`src/rtl/cart_mem_arb.sv`:
```
// rtl/cart_mem_arb.sv - cartridge read / ROM loader write arbiter for one shared word memory
module cart_mem_arb #(
    parameter int ADDR_W  = 21,
    parameter int DATA_W  = 16,
    parameter int TIMEOUT = 63
) (
    input  logic              MCLK,
    input  logic              SRES,
    input  logic [ADDR_W-1:0] cart_address,
    input  logic              cart_cs,
    input  logic              cart_oe,
    output logic [DATA_W-1:0] cart_data,
    output logic              cart_valid,
    input  logic              ld_req,
    input  logic [ADDR_W-1:0] ld_addr,
    input  logic [DATA_W-1:0] ld_data,
    output logic              ld_ack,
    output logic              mem_req,
    output logic              mem_we,
    output logic [ADDR_W-1:0] mem_addr,
    output logic [DATA_W-1:0] mem_wdata,
    input  logic              mem_ready,
    input  logic [DATA_W-1:0] mem_rdata,
    input  logic              mem_rvalid,
    output logic              timeout_err
);

    localparam int CNT_W = (TIMEOUT < 1) ? 1 : $clog2(TIMEOUT + 1);
    localparam logic [CNT_W-1:0] TO_LAST = CNT_W'(TIMEOUT - 1);

    typedef enum logic [1:0] {IDLE, RD_CMD, RD_WAIT, WR_CMD} state_t;

    state_t            state, state_nxt;
    logic [ADDR_W-1:0] tag_addr, tag_addr_nxt;
    logic              tag_valid, tag_valid_nxt;
    logic [CNT_W-1:0]  cnt, cnt_nxt;
    logic [DATA_W-1:0] cart_data_nxt;
    logic              cart_valid_nxt;
    logic              ld_ack_nxt;
    logic              mem_req_nxt;
    logic              mem_we_nxt;
    logic [ADDR_W-1:0] mem_addr_nxt;
    logic [DATA_W-1:0] mem_wdata_nxt;
    logic              timeout_err_nxt;
    logic              sel;
    logic              hit;

    always_ff @(posedge MCLK or negedge SRES) begin
        if (!SRES) begin
            state       <= IDLE;
            tag_addr    <= '0;
            tag_valid   <= 1'b0;
            cnt         <= '0;
            cart_data   <= '1;
            cart_valid  <= 1'b0;
            ld_ack      <= 1'b0;
            mem_req     <= 1'b0;
            mem_we      <= 1'b0;
            mem_addr    <= '0;
            mem_wdata   <= '0;
            timeout_err <= 1'b0;
        end else begin
            state       <= state_nxt;
            tag_addr    <= tag_addr_nxt;
            tag_valid   <= tag_valid_nxt;
            cnt         <= cnt_nxt;
            cart_data   <= cart_data_nxt;
            cart_valid  <= cart_valid_nxt;
            ld_ack      <= ld_ack_nxt;
            mem_req     <= mem_req_nxt;
            mem_we      <= mem_we_nxt;
            mem_addr    <= mem_addr_nxt;
            mem_wdata   <= mem_wdata_nxt;
            timeout_err <= timeout_err_nxt;
        end
    end

    always_comb begin
        state_nxt       = state;
        tag_addr_nxt    = tag_addr;
        tag_valid_nxt   = tag_valid;
        cnt_nxt         = cnt;
        cart_data_nxt   = cart_data;
        ld_ack_nxt      = 1'b0;
        mem_req_nxt     = mem_req;
        mem_we_nxt      = mem_we;
        mem_addr_nxt    = mem_addr;
        mem_wdata_nxt   = mem_wdata;
        timeout_err_nxt = timeout_err;

        sel = cart_cs & cart_oe;
        hit = sel & tag_valid & (cart_address == tag_addr);

        case (state)
            IDLE: begin
                if (sel && !hit) begin
                    state_nxt     = RD_CMD;
                    tag_addr_nxt  = cart_address;
                    tag_valid_nxt = 1'b0;
                    mem_req_nxt   = 1'b1;
                    mem_we_nxt    = 1'b0;
                    mem_addr_nxt  = cart_address;
                end else if (ld_req && !ld_ack) begin
                    // ld_req is still high in the ack cycle; that word is already written
                    state_nxt     = WR_CMD;
                    mem_req_nxt   = 1'b1;
                    mem_we_nxt    = 1'b1;
                    mem_addr_nxt  = ld_addr;
                    mem_wdata_nxt = ld_data;
                    if (tag_valid && (ld_addr == tag_addr)) begin
                        tag_valid_nxt = 1'b0;
                    end
                end
            end
            RD_CMD: begin
                if (mem_ready) begin
                    state_nxt   = RD_WAIT;
                    mem_req_nxt = 1'b0;
                    cnt_nxt     = '0;
                end
            end
            RD_WAIT: begin
                if (mem_rvalid) begin
                    cart_data_nxt = mem_rdata;
                    tag_valid_nxt = 1'b1;
                    state_nxt     = IDLE;
                end else if (cnt == TO_LAST) begin
                    cart_data_nxt   = '1;
                    timeout_err_nxt = 1'b1;
                    state_nxt       = IDLE;
                end else begin
                    cnt_nxt = cnt + 1'b1;
                end
            end
            WR_CMD: begin
                if (mem_ready) begin
                    mem_req_nxt = 1'b0;
                    mem_we_nxt  = 1'b0;
                    ld_ack_nxt  = 1'b1;
                    state_nxt   = IDLE;
                end
            end
            default: state_nxt = IDLE;
        endcase

        // evaluated against the post-edge tag so a fill or invalidate takes effect at once
        cart_valid_nxt = sel & tag_valid_nxt & (cart_address == tag_addr_nxt);
    end

endmodule

```
`config.mk`:
```
export PLATFORM = sky130hd
export DESIGN_NAME = cart_mem_arb
export DESIGN_NICKNAME = d
export VERILOG_FILES = /design/src/rtl/cart_mem_arb.sv
export SDC_FILE = /design/constraint.sdc
export NUM_CORES = 1
export LEC_CHECK = 0
export CAP_MARGIN = 20
export CORE_MARGIN = 8
export CORE_UTILIZATION = 43
export CTS_BUF_LIST = sky130_fd_sc_hd__clkbuf_8
export DETAILED_ROUTE_END_ITERATION = 8
export PLACE_DENSITY = 0.79
export SETUP_SLACK_MARGIN = 0.5
export SYNTH_ARGS = -nofsm -noshare
export SYNTH_HDL_FRONTEND = slang
export SYNTH_SLANG_ARGS = --single-unit
```
`constraint.sdc`:
```
create_clock -name MCLK -period 2.35 [get_ports MCLK]
set_clock_uncertainty 0.1 [all_clocks]
set_input_delay 0.235 -clock MCLK [delete_from_list [all_inputs] [get_ports MCLK]]
set_output_delay 0.235 -clock MCLK [all_outputs]
set_load 0.03 [all_outputs]
```
Yosys cells after proc, flatten, opt, wreduce, memory -nomap -nowiden
Index checks and enable logic that the tools add are counted.
{"block": "word_totals", "output_inout_bits": 58, "ff_bits": 88, "inputBits": 81}
{"block": "classes", "bitwise_logic": 7, "muxes": 30, "reduce_logical": 20, "eq_ne": 14, "add_sub_neg": 1}
{"operator": "$mux W21", "count": 4}
{"operator": "$eq A21 B21 Y1", "count": 3}
{"operator": "$mux W16", "count": 2}
{"operator": "$mux W6", "count": 3}
{"operator": "$mux W2", "count": 6}
{"operator": "$pmux W6 S2", "count": 1}
{"operator": "$reduce_and A3 Y1", "count": 4}
{"operator": "$mux W1", "count": 10}
{"operator": "$reduce_bool A2 Y1", "count": 5}
{"operator": "$ne A2 B2 Y1 const B", "count": 4}
{"operator": "$pmux W2 S4", "count": 1}
{"operator": "$reduce_and A4 Y1", "count": 2}
{"operator": "$add A6 B1 Y6 const B", "count": 1}
{"operator": "$eq A6 B6 Y1 const B", "count": 1}
{"operator": "$ne A3 B3 Y1 const B", "count": 2}
{"operator": "$pmux W1 S2", "count": 3}
{"operator": "$and A1 B1 Y1", "count": 5}
{"operator": "$eq A2 B2 Y1 const B", "count": 2}
{"operator": "$reduce_and A2 Y1", "count": 2}
{"operator": "$logic_and A1 B1 Y1", "count": 3}
{"operator": "$eq A2 B1 Y1 const B", "count": 1}
{"operator": "$logic_not A1 Y1", "count": 2}
{"operator": "$logic_not A2 Y1", "count": 1}
{"operator": "$ne A2 B1 Y1 const B", "count": 1}
{"operator": "2 further kinds", "count": 3}

Depth between registers and ports, before layout
{"block": "depth", "word_depth": 9, "mapped_depth": 8, "ltp_nobuf": 7}

Worst setup path after synthesis
OpenSTA, ideal clock, no wires.
{"block": "synth_timing", "path_kind": "register to register", "startpoint": "register tag_addr[8]", "endpoint": "register mem_wdata[10]", "slack_ps": 63, "stages_incl_launch_ff": 9, "setup_ps": 125, "arrival_time_ps": 2062, "synth_period_minus_slack_ps": 2287, "required_time_ps": 2125, "cell_sequence": "dfrtp_1 -> xor2_1 -> nor4_1 -> nand2_1 -> o41a_1 -> nand2b_1 -> buf_6 -> buf_6 -> mux2_4"}
{"block": "synth_between", "elab_chain_len": 6}
{"element": "start: declaration", "line_no": "34", "text": "logic [ADDR_W-1:0] tag_addr, tag_addr_nxt;"}
{"element": "start signal: assignment", "line_no": "64", "text": "tag_addr <= tag_addr_nxt;"}
{"element": "$eq A21 B21 Y1", "line_no": "92", "text": "hit = sel & tag_valid & (cart_address == tag_addr);"}
{"element": "$and A1 B1 Y1", "line_no": "92"}
{"element": "$logic_not A1 Y1", "line_no": "96", "text": "if (sel && !hit) begin"}
{"element": "$logic_and A1 B1 Y1", "line_no": "96"}
{"element": "$not A1 Y1 (no line)"}
{"element": "$reduce_and A3 Y1 (no line)"}
{"element": "end signal: assignment", "line_no": "73", "text": "mem_wdata <= mem_wdata_nxt;"}
{"element": "end: declaration", "line_no": "21", "text": "output logic [DATA_W-1:0] mem_wdata,"}
No other way between the ends.
A chain may end at the register's enable or synchronous reset.

Worst setup path after layout
{"block": "layout_timing", "startpoint": "register tag_addr[4]", "endpoint": "register mem_wdata[8]"}
Same word-level chain as after synthesis.

==> flow_summary_export.csv <==
group,metric,value,unit
global_route,grt_pass1_wl,21.0,mm
cells_and_area,layout_common_cells,"clkdlybuf4s50_1, dfrtp_1, a221o_1, buf_4, nand2_1",
placement,io_buffers,138,
clocking,cts_root_buffer,"clkbuf_8",
cells_and_area,syn2layout_area_growth,59.4,%
cells_and_area,post-route-util,0.707,
setup_path,r2r_cells,6,
cells_and_area,fill_cells,660,
synthesis,synth_nets,422,
route,drc,0,
cells_and_area,layout.nets,606,
synthesis,seq_area_frac_synth,0.542,
timing,fin_crit_sh,0.985,
placement,dpl_cell_area,0.00581,mm2
route,vias_per_cell,5.40,
power,ir_drop,0.725,mV
setup_path,crit_chain,"xnor2_2, nand4_1, or2_4, o41a_1, nand2b_4, mux2_4",
clocking,cts_inserted_buffers,9,
die,fp.dieArea,0.0129,mm2
outcome,status,"finished clean",
setup_path,critPathSlowestCell,"o41a_1",
global_route,grt_pass1_vias,3970,
cells_and_area,drive_gt1_frac,0.288,
setup_path,cp_max_fo,8,
setup_path,cp-start-kind,"flip-flop",
synthesis,yosys.area.top_type,"dfrtp_1",
timing,max_freq,432,MHz
synthesis,yosysWarnings,0,
placement,finalWeightedCongestion,0.829,
clocking,h-tree-depth,3,
setup_path,path_depth,6,
power,leakage,2.82,nW
timing,finalHoldViolCount,0,
timing,tightestPinTransition,0.745,ns
synthesis,synth_area_per_cell,12.1,um2
clocking,worstSkewPairLatency,0.36,ns
route,drt-total-wl,13.5,mm
die,coreArea,0.00924,mm2
die,die_x,114,um
global_route,antenna_found_initial,0,
power,power_density,1290,mW/mm2
clocking,cts_sinks,88,
die,pin_count,139,
cells_and_area,stdcell_area,0.00653,mm2
setup_path,startpoint,"tag_addr[4]",
placement,dp_cells,613,
route,wl_per_cell,20.6,um
timing,setup_viol,0,
synthesis,synthCells,339,
setup_path,end_kind,"flip-flop",
synthesis,yosys_register_bits,88,
synthesis,ys_top_cells_by_area,"dfrtp_1, dfstp_2, a221o_1",
setup_path,arrival,2.46,ns
cells_and_area,finalNonFillerCells,657,
job,maxCapViolCount,0,
clocking,cts_tree,"built",
setup_path,regToRegStartpoint,"tag_addr[4]",
setup_path,crit_required,2.49,ns
route,firstDrtPassIters,4,
timing,drv_slew,0,
synthesis,synth_area,0.00410,mm2
setup_path,r2r_slack,0.03,ns
route,drtAntennaViolNets,0,
setup_path,timing.rr.end,"mem_wdata[8]",
cells_and_area,layout_commonest_cell,"clkdlybuf4s50_1",
placement,hpwlAfterDp,8.69,mm
route,drt_iter0_drc,225,
synthesis,ys_types,36,
timing,rsz0062_at_grt,"true",
cells_and_area,num_antenna_cells,0,
timing,period_minus_slack,2.32,ns
setup_path,critical_path_buf_inv_count,0,
die,die_y,114,um
setup_path,slowest_delay,0.47,ns
clocking,path_clk_slew,0.11,ns
setup_path,crit_family,"simple AND/OR/NAND/NOR gates",
clocking,clk_path_buf_depth,2,
setup_path,crit_end,"mem_wdata[8]",
global_route,grt_remaining_overflow,0,
die,start_util,0.444,
global_route,globalRouteTotalUtil,0.206,
synthesis,synth_top_area_share,0.440,
die,rows,35,
route,vias,3547,
worst_hold_path,hp-class,"in2async",
timing,slew_headroom,0.504,
setup_path,critPathKind,"reg2reg",
global_route,grt_max_degree,53,
-- layout make-up --
type	instances	area [um2]	share of cell area
sequential	88	2220	0.341
multi-input combinational	230	1990	0.304
timing repair buffer	189	1940	0.297
tap	129	161	0.0247
clock buffer	9	124	0.0190
clock inverter	7	77.6	0.0119
inverter	5	18.8	0.00287
-- logic make-up (layout without fill, tap and decap cells) --
kind of cell | count (synthesis) | count (layout) | share of synthesized area
mux | 39 | 39 | 0.116
buf+inv | 22 | 210 | 0.0241
xor+xnor | 46 | 46 | 0.0983
compound gates | 50 | 50 | 0.112
flops | 88 | 88 | 0.542
fa+ha+maj | 2 | 2 | 0.00610
simple gates | 92 | 93 | 0.102
-- worst min-delay path by stage --
stage / cells after the start / startpoint / end / slack (ns)
after detailed placement: 1 / SRES / mem_addr[10] / 0.22
after global routing: 2 / ld_data[0] / mem_wdata[0] / 0.35
final: 2 / SRES / mem_addr[10] / 0.33
after global placement: 1 / SRES / mem_addr[10] / 0.22
after CTS: 2 / SRES / mem_addr[2] / 0.36
after floorplan: 0 / SRES / cart_valid / -0.16
-- synthesized netlist by cell type --
| cell | instances |
|---|---|
| or3_1 | 1 |
| buf_1 | 1 |
| a21oi_1 | 2 |
| nand2_1 | 31 |
| nand4_1 | 8 |
| a31oi_1 | 1 |
| buf_6 | 2 |
| xnor2_1 | 22 |
| or4_1 | 1 |
| dfrtp_1 | 72 |
| a211o_1 | 1 |
| a221o_1 | 37 |
| mux2i_1 | 2 |
| or2_2 | 2 |
| dfstp_2 | 16 |
| inv_1 | 5 |
| and3_1 | 3 |
| a41o_1 | 1 |
| nor3_2 | 1 |
| a21boi_1 | 1 |
| clkbuf_1 | 13 |
| o41a_1 | 1 |
| ha_1 | 2 |
| nor3_1 | 4 |
| mux2_2 | 27 |
| buf_2 | 1 |
| o21bai_1 | 1 |
| o21ai_0 | 4 |
| nor3b_1 | 1 |
| o22ai_1 | 1 |
| xor2_1 | 24 |
| nor2_1 | 31 |
| mux2_4 | 10 |
| nor4_1 | 4 |
| nand2b_1 | 2 |
| nand3_1 | 3 |
-- per-layer routing --
layer / vias up / wire (um) / global-route usage
met5: - / 0 / 0
met4: 0 / 376 / 0.0773
met3: 32 / 1240 / 0.0734
met2: 166 / 6670 / 0.351
met1: 1751 / 5240 / 0.232
li1: 1598 / - / -
-- per-stage QoR --
| stage | total power [mW] | setup slack [ns] | hold WS [ns] | TNS, ns |
|---|---|---|---|---|
| floorplan | 5.23 | 0.0736 | -0.161 | 0 |
| global placement | 6.76 | -0.282 | 0.219 | -6.18 |
| detailed placement | 6.87 | -0.311 | 0.225 | -7.03 |
| CTS | 8.19 | 0.0508 | 0.357 | 0 |
| global route | 8.84 | -0.0468 | 0.354 | -0.392 |
| finish | 8.44 | 0.0345 | 0.333 | 0 |
-- sequential cells by signal, indices dropped and copies added, names as in the netlist --
signal and flops:
cnt 6, ld_ack 1, mem_addr 21, mem_we 1, cart_valid 1, mem_wdata 16, tag_valid 1, cart_data 16
state 2, timeout_err 1, tag_addr 21, mem_req 1
-- power breakdown --
group	switching (mW)	internal, mW	total, mW
Sequential	0.568	2.31	2.88
Combinational	2.28	2.19	4.46
Clock	0.595	0.504	1.10
-- timing repair --
item	in CTS	in global routing
cloned	6	0
endpoints found under the setup margin	99	81
hold endpoints to repair	44	0
gates resized for setup	44	23
hold buffers	1	0
buffers inserted	11	10
pin swaps	8	7
No activity file was read; power rests on OpenSTA's default activity.
